File: src/rtl/pixel_write_fifo_pkg.sv
// Shared constants and types for the pixel write FIFO.
//   PIX_W / MEM_DW : packed pixel width and RAM word width
//   *_LSB          : RGB packing positions inside the pixel word
//   state_e        : output-stage FSM states
package pixel_write_fifo_pkg;
  localparam int PIX_W  = 24;
  localparam int MEM_DW = 32;
  localparam int R_LSB  = 16;
  localparam int G_LSB  = 8;
  localparam int B_LSB  = 0;

  typedef enum logic {IDLE, REQ} state_e;

  function automatic logic [PIX_W-1:0] pack_rgb(input logic [7:0] r, input logic [7:0] g,
                                                input logic [7:0] b);
    logic [PIX_W-1:0] p;
    p = '0;
    p[R_LSB +: 8] = r;
    p[G_LSB +: 8] = g;
    p[B_LSB +: 8] = b;
    return p;
  endfunction
endpackage

File: src/rtl/pixel_write_fifo_if.sv
// Parser push port plus RAM request/ack write port.
//   master : the side driving pixels in and acking RAM requests
//   slave  : the FIFO block itself
interface pixel_write_fifo_if #(parameter int ADDR_W = 26);
  import pixel_write_fifo_pkg::*;
  logic              write_ram;
  logic [ADDR_W-1:0] addr;
  logic [7:0]        red_r, green_r, blue_r;
  logic              mem_req;
  logic [ADDR_W-1:0] mem_addr;
  logic [MEM_DW-1:0] mem_wdata;
  logic              mem_ack;

  modport master (output write_ram, addr, red_r, green_r, blue_r, mem_ack,
                  input  mem_req, mem_addr, mem_wdata);
  modport slave  (input  write_ram, addr, red_r, green_r, blue_r, mem_ack,
                  output mem_req, mem_addr, mem_wdata);
endinterface

File: src/rtl/sync_fifo_ram.sv
// Generic register-array FIFO with write/read pointers and an entry count.
//   push/din   : store din at the write pointer
//   pop        : retire the head entry
//   dout       : head entry; dout_nxt : entry behind the head
//   count      : entries held (0..DEPTH)
// The caller must not push into a full FIFO unless it pops in the same cycle.
module sync_fifo_ram #(
  parameter  int DEPTH = 16,
  parameter  int W     = 8,
  localparam int AW    = $clog2(DEPTH),
  localparam int CW    = AW + 1
) (
  input  logic          clk,
  input  logic          rst_n,
  input  logic          push,
  input  logic          pop,
  input  logic [W-1:0]  din,
  output logic [W-1:0]  dout,
  output logic [W-1:0]  dout_nxt,
  output logic [CW-1:0] count
);
  logic [AW-1:0] wp_q, wp_d, rp_q, rp_d;
  logic [CW-1:0] cnt_q, cnt_d;
  logic [W-1:0]  mem_q [DEPTH];

  // Power-of-two depth: pointer arithmetic wraps naturally.
  always_comb begin
    wp_d  = push ? wp_q + AW'(1) : wp_q;
    rp_d  = pop  ? rp_q + AW'(1) : rp_q;
    cnt_d = cnt_q + CW'(push) - CW'(pop);
  end

  always_ff @(posedge clk or negedge rst_n) begin
    if (!rst_n) begin
      wp_q  <= '0;
      rp_q  <= '0;
      cnt_q <= '0;
    end else begin
      wp_q  <= wp_d;
      rp_q  <= rp_d;
      cnt_q <= cnt_d;
    end
  end

  // Storage carries no reset; validity is tracked by the pointers.
  always_ff @(posedge clk) begin
    if (push) mem_q[wp_q] <= din;
  end

  assign dout     = mem_q[rp_q];
  assign dout_nxt = mem_q[rp_q + AW'(1)];
  assign count    = cnt_q;
endmodule

File: src/rtl/pixel_write_fifo.sv
// Buffers parser pixel writes and drains them to frame-buffer RAM.
//   clk/resetn  : clock, async active-low reset
//   bus         : parser push (write_ram/addr/rgb) and RAM port (mem_req/addr/wdata/ack)
//   clr_status  : clears overflow and drop_cnt (wins over a same-cycle drop)
//   fifo_full   : count == DEPTH;  fifo_level : entry count
//   overflow    : sticky dropped-push flag;  drop_cnt : saturating drop count
module pixel_write_fifo
  import pixel_write_fifo_pkg::*;
#(
  parameter  int DEPTH  = 16,
  parameter  int ADDR_W = 26,
  localparam int LW     = $clog2(DEPTH) + 1
) (
  input  logic                clk,
  input  logic                resetn,
  pixel_write_fifo_if.slave   bus,
  input  logic                clr_status,
  output logic                fifo_full,
  output logic [LW-1:0]       fifo_level,
  output logic                overflow,
  output logic [15:0]         drop_cnt
);
  localparam int EW = ADDR_W + PIX_W;

  logic [LW-1:0]     count;
  logic [EW-1:0]     pix_in, head, head_nxt, load;
  logic              full, push, pop, drop, do_load;
  state_e            state_q, state_d;
  logic [ADDR_W-1:0] maddr_q, maddr_d;
  logic [PIX_W-1:0]  mpix_q, mpix_d;
  logic              ovf_q, ovf_d;
  logic [15:0]       drop_q, drop_d;

  assign pix_in = {bus.addr, pack_rgb(bus.red_r, bus.green_r, bus.blue_r)};
  assign full   = (count == LW'(DEPTH));
  assign pop    = (state_q == REQ) && bus.mem_ack;
  // A pop frees a slot in the same cycle, so a full FIFO still accepts a push.
  assign push   = bus.write_ram && (!full || pop);
  assign drop   = bus.write_ram && full && !pop;

  sync_fifo_ram #(.DEPTH(DEPTH), .W(EW)) u_fifo (
    .clk     (clk),
    .rst_n   (resetn),
    .push    (push),
    .pop     (pop),
    .din     (pix_in),
    .dout    (head),
    .dout_nxt(head_nxt),
    .count   (count)
  );

  // Output registers always mirror the current head. When the head is about to
  // be retired (or the FIFO is empty), the next head may be the incoming push,
  // which is taken straight from the inputs for one-cycle latency.
  always_comb begin
    state_d = state_q;
    do_load = 1'b0;
    load    = head;
    case (state_q)
      IDLE: begin
        if (count != '0) begin
          state_d = REQ;
          do_load = 1'b1;
          load    = head;
        end else if (push) begin
          state_d = REQ;
          do_load = 1'b1;
          load    = pix_in;
        end
      end
      REQ: begin
        if (pop) begin
          if (count > LW'(1)) begin
            do_load = 1'b1;
            load    = head_nxt;
          end else if (push) begin
            do_load = 1'b1;
            load    = pix_in;
          end else begin
            state_d = IDLE;
          end
        end
      end
      default: state_d = IDLE;
    endcase
    maddr_d = do_load ? load[EW-1:PIX_W] : maddr_q;
    mpix_d  = do_load ? load[PIX_W-1:0]  : mpix_q;
  end

  always_comb begin
    ovf_d  = ovf_q;
    drop_d = drop_q;
    if (clr_status) begin
      ovf_d  = 1'b0;
      drop_d = '0;
    end else if (drop) begin
      ovf_d = 1'b1;
      if (drop_q != 16'hFFFF) drop_d = drop_q + 16'd1;
    end
  end

  always_ff @(posedge clk or negedge resetn) begin
    if (!resetn) begin
      state_q <= IDLE;
      maddr_q <= '0;
      mpix_q  <= '0;
      ovf_q   <= 1'b0;
      drop_q  <= '0;
    end else begin
      state_q <= state_d;
      maddr_q <= maddr_d;
      mpix_q  <= mpix_d;
      ovf_q   <= ovf_d;
      drop_q  <= drop_d;
    end
  end

  assign bus.mem_req   = (state_q == REQ);
  assign bus.mem_addr  = maddr_q;
  assign bus.mem_wdata = {{(MEM_DW-PIX_W){1'b0}}, mpix_q};
  assign fifo_full     = full;
  assign fifo_level    = count;
  assign overflow      = ovf_q;
  assign drop_cnt      = drop_q;
endmodule
File: src/flat_wrapper.sv
// flat-port wrapper written by rule: the top's interface ports become plain ports
module pixel_write_fifo_flat import pixel_write_fifo_pkg::*;
#(
  parameter  int DEPTH  = 16,
  parameter  int ADDR_W = 26,
  localparam int LW     = $clog2(DEPTH) + 1
)
  (clk, resetn, clr_status, fifo_full, fifo_level, overflow, drop_cnt, bus_write_ram, bus_addr, bus_red_r, bus_green_r, bus_blue_r, bus_mem_ack, bus_mem_req, bus_mem_addr, bus_mem_wdata);
  pixel_write_fifo_if #(.ADDR_W(ADDR_W)) bus_i ();
  input  logic clk;
  input  logic resetn;
  input  logic clr_status;
  output logic fifo_full;
  output logic [LW-1:0] fifo_level;
  output logic overflow;
  output logic [15:0] drop_cnt;
  input wire logic [$bits(bus_i.write_ram)-1:0] bus_write_ram;
  input wire logic [$bits(bus_i.addr)-1:0] bus_addr;
  input wire logic [$bits(bus_i.red_r)-1:0] bus_red_r;
  input wire logic [$bits(bus_i.green_r)-1:0] bus_green_r;
  input wire logic [$bits(bus_i.blue_r)-1:0] bus_blue_r;
  input wire logic [$bits(bus_i.mem_ack)-1:0] bus_mem_ack;
  output wire logic [$bits(bus_i.mem_req)-1:0] bus_mem_req;
  output wire logic [$bits(bus_i.mem_addr)-1:0] bus_mem_addr;
  output wire logic [$bits(bus_i.mem_wdata)-1:0] bus_mem_wdata;
  assign bus_i.write_ram = bus_write_ram;
  assign bus_i.addr = bus_addr;
  assign bus_i.red_r = bus_red_r;
  assign bus_i.green_r = bus_green_r;
  assign bus_i.blue_r = bus_blue_r;
  assign bus_i.mem_ack = bus_mem_ack;
  assign bus_mem_req = bus_i.mem_req;
  assign bus_mem_addr = bus_i.mem_addr;
  assign bus_mem_wdata = bus_i.mem_wdata;
  pixel_write_fifo #(.DEPTH(DEPTH), .ADDR_W(ADDR_W)) u_core (.clk(clk), .resetn(resetn), .bus(bus_i), .clr_status(clr_status), .fifo_full(fifo_full), .fifo_level(fifo_level), .overflow(overflow), .drop_cnt(drop_cnt));
endmodule
File: config.mk
export PLATFORM = sky130hd
export DESIGN_NAME = pixel_write_fifo_flat
export DESIGN_NICKNAME = d
export VERILOG_FILES = /design/src/rtl/pixel_write_fifo_pkg.sv /design/src/rtl/pixel_write_fifo_if.sv /design/src/rtl/sync_fifo_ram.sv /design/src/rtl/pixel_write_fifo.sv /design/src/flat_wrapper.sv
export SDC_FILE = /design/constraint.sdc
export NUM_CORES = 1
export LEC_CHECK = 0
export CAP_MARGIN = 5
export CELL_PAD_IN_SITES_DETAIL_PLACEMENT = 1
export CELL_PAD_IN_SITES_GLOBAL_PLACEMENT = 2
export CORE_MARGIN = 1
export CORE_UTILIZATION = 47
export DETAILED_ROUTE_END_ITERATION = 6
export PLACE_DENSITY = 0.86
export SLEW_MARGIN = 10
export SYNTH_ARGS = -nofsm -noshare
export SYNTH_HDL_FRONTEND = slang
export SYNTH_SLANG_ARGS = --single-unit
File: constraint.sdc
create_clock -name clk -period 8.1 [get_ports clk]
set_input_delay 2.025 -clock clk [delete_from_list [all_inputs] [get_ports clk]]
set_output_delay 2.025 -clock clk [all_outputs]
set_load 0.02 [all_outputs]
==> qor.csv <==
metric,value,unit
clk sinks,881,
Syn Area/Cell,17.6,sq um
Finished Layout Cells,3644,
Worst Tran Pin Value,1.23,ns
FILL cells,7664,
post-CTS setup repair buffer count,0,
# setup viols final,0,
vias in the first global route,26200,
most numerous cell in the Yosys netlist,edfxtp_1,
largest net degree at the start of global routing,126,
Critical Path Max Stage Delay,0.69,ns
Netlist cell types,53,
crit path DAT,5.42,ns
Fin Hold WS,0.517,ns
Final WS setup,2.98,ns
Num CTS Buffers,94,
Vias/cell,6.63,
Tot GR Track Use,27.0,%
Synth Cell Area,0.0408,sq mm
die height,296,microns
asr flop ratio synth,9.19,%
fin crit share,63.1,%
WP buf/inv,3,
"top cells by area, synth","edfxtp_1, mux4_2, dfrtp_1, nand2_1, nand3_1",
final core utilization,54.3,%
Post-CTS Hold Fix Bufs,0,
Crit Path Class,in -> reg,
# port buffers,128,
CP Capture Type,register,
Synth top area share,58.9,%
first-pass GRT wire length,173,mm
DRT antenna net count,0,
CTS Root Cell,clkbuf_16,
Max Clock Freq,196,MHz
final setup skew,0.0268,ns
routed vias,24100,
antenna violations before repair,5,
clock-pin transition on the worst setup and hold timing paths,0.07,ns
Detail Placement HPWL,64.7,mm
H-tree depth,3,
"area leader, netlist",edfxtp_1,
Initial Utilization,47.6,%
PostCTS Resize Cnt,0,
crit path cell chain,clkdlybuf4s50_1 > clkinv_1 > a21oi_1 > nand3_1 > nor2_4 > buf_4,
area of the core,0.0855,sq mm
CP Max Fanout,22,
First DRT Iteration DRCs,2518,
share of layout cells above drive strength 1,25.5,%
Final Net Count,2488,
grt ovf,0,
Synth top cells by count,"edfxtp_1, mux4_2, nand2_1",
worst skew pair latency,0.67,ns
die width,296,microns
Fin. Hold Viols,0,
Placed Instances,3466,
Critical Path Start Type,input port,
CTS tree,yes,
Synth Instances,2316,
Rows,107,
yosys warns,0,
"Area growth, synth to finish",13.9,%
placed cell areas,0.0432,sq mm
Total Power,18.6,mW
RSZ-0062 raised after global routing,no,
register bit count reported by yosys,881,
routed wire length,116,mm
"Design Area, Final",0.0464,sq mm
CP max stage cell,nor2_4,
Routed wire per std cell,31.8,microns
"Slew Viols, Final",0,
Max VDD drop,0.000550,V
outcome,"complete, no violations",
max-cap check violation count,0,
slew margin rel.,17.5,%
Top delay family on crit path,buffers and inverters,
Pre-antenna DRT Iters,5,
Pleak,14.9,nW
IO Pins,137,
Placer Congestion,0.794,
Total Neg Setup Slack,0,ns
"Top FF cell, synth",edfxtp_1,
Power Dens Cells,400,mW/mm^2
pre-CTS setup slack,2.31,ns
Post-synth EDFFs,800,
Tightest Hold Check Type,reg -> reg,
DIE AREA,0.0879,sq mm
"Req. time, crit path",8.41,ns
# DRC,0,
Longest Clk Path Bufs,3,
sequential cell area fraction in the yosys report,63.9,%
crit path time final,5.12,ns
-- final timing paths --
check / start / to / slack (ns) / cells after the start
setup / recovery: bus_write_ram / u_core.u_fifo.mem_q[14][35]$_DFFE_PP_ / 2.98 / 6
hold / removal: u_core.overflow$_DFFE_PN0P_ / u_core.overflow$_DFFE_PN0P_ / 0.52 / 2
setup reg to reg: u_core.u_fifo.rp_q[0]$_DFFE_PN0P_ / u_core.bus.mem_addr[6]$_DFFE_PN0P_ / 4.23 / 8
hold reg to reg: u_core.overflow$_DFFE_PN0P_ / u_core.overflow$_DFFE_PN0P_ / 0.52 / 2
max in group asynchronous: resetn / u_core.u_fifo.rp_q[1]$_DFFE_PN0P_ / 5.31 / 2
min in group asynchronous: resetn / u_core.u_fifo.count[2]$_DFF_PN0_ / 1.37 / 1
-- worst register-to-register path: cells and delay by family (launching register included) --
family                 cells  cell delay [ns]
AOI/OAI and AO/OA          2             0.42
buffers and inverters      2             1.63
DFF                        1             0.73
muxes                      1             0.62
and+or+nand+nor            3             0.36
-- per-layer routing --
layer	wire (microns)	GRT usage (%)	vias to the layer above	part of all wire [%]
met2	58600	45.1	1227	51
met1	45100	36.2	13000	39
li1	-	-	9680	-
met3	8660	4.62	232	7.5
met4	3330	8.47	8	2.9
met5	48	0	-	0.041
-- cell type report --
cell class                      instances  area, sq um  area share [%]
Clock inverter                         53          622            1.34
Tap cell                             1144         1430            3.08
Antenna cell                            1         2.50         0.00539
Inverter                               17         63.8           0.137
Multi-Input combinational cell       1252        13900            30.0
Timing Repair Buffer                  172         1650            3.55
Sequential cell                       881        26100            56.1
Clock buffer                          124         2650            5.70
-- flip-flops by register name (all words and copies together) (netlist names) --
register	cells
u_core.u_fifo.mem_q	800
u_core.u_fifo.wp_q	4
u_core.overflow	1
u_core.u_fifo.count	5
u_core.mpix_q	24
u_core.drop_cnt	16
u_core.bus.mem_req	1
u_core.u_fifo.rp_q	4
u_core.bus.mem_addr	26
-- power breakdown --
group	total (mW)	switching (mW)	internal, mW
Sequential	6.09	0.525	5.56
Combinational	7.96	4.35	3.61
Clock	4.52	1.86	2.66
Total	18.6	6.73	11.8
-- layout by cell type, fill, tap and decap left out, types with 14 or more instances in the layout --
cell	count
clkbuf_8	14
edfxtp_1	800
buf_4	42
clkinv_2	18
a21oi_1	53
clkdlybuf4s50_1	127
nor2b_1	44
inv_1	16
nor3_1	46
xor2_1	17
clkbuf_1	14
nor2_1	69
o21ai_0	75
mux4_2	400
nand3_1	103
a211oi_1	43
mux2i_1	43
clkbuf_16	96
nand2_1	229
a22oi_1	16
dfrtp_1	77
-- cell families (layout without fill, tap and decap cells) --
group | after synthesis | after routing | share of synthesized area [%]
flops | 881 | 881 | 63.9
mux | 443 | 443 | 23.2
simple gates | 533 | 533 | 5.97
compound gates | 225 | 225 | 3.53
xor+xnor | 28 | 28 | 0.620
fa+ha+maj | 15 | 15 | 0.479
buf+inv | 190 | 366 | 2.31
other cells | 1 | 9 | 0.00920
No activity file was read; power rests on OpenSTA's default activity.
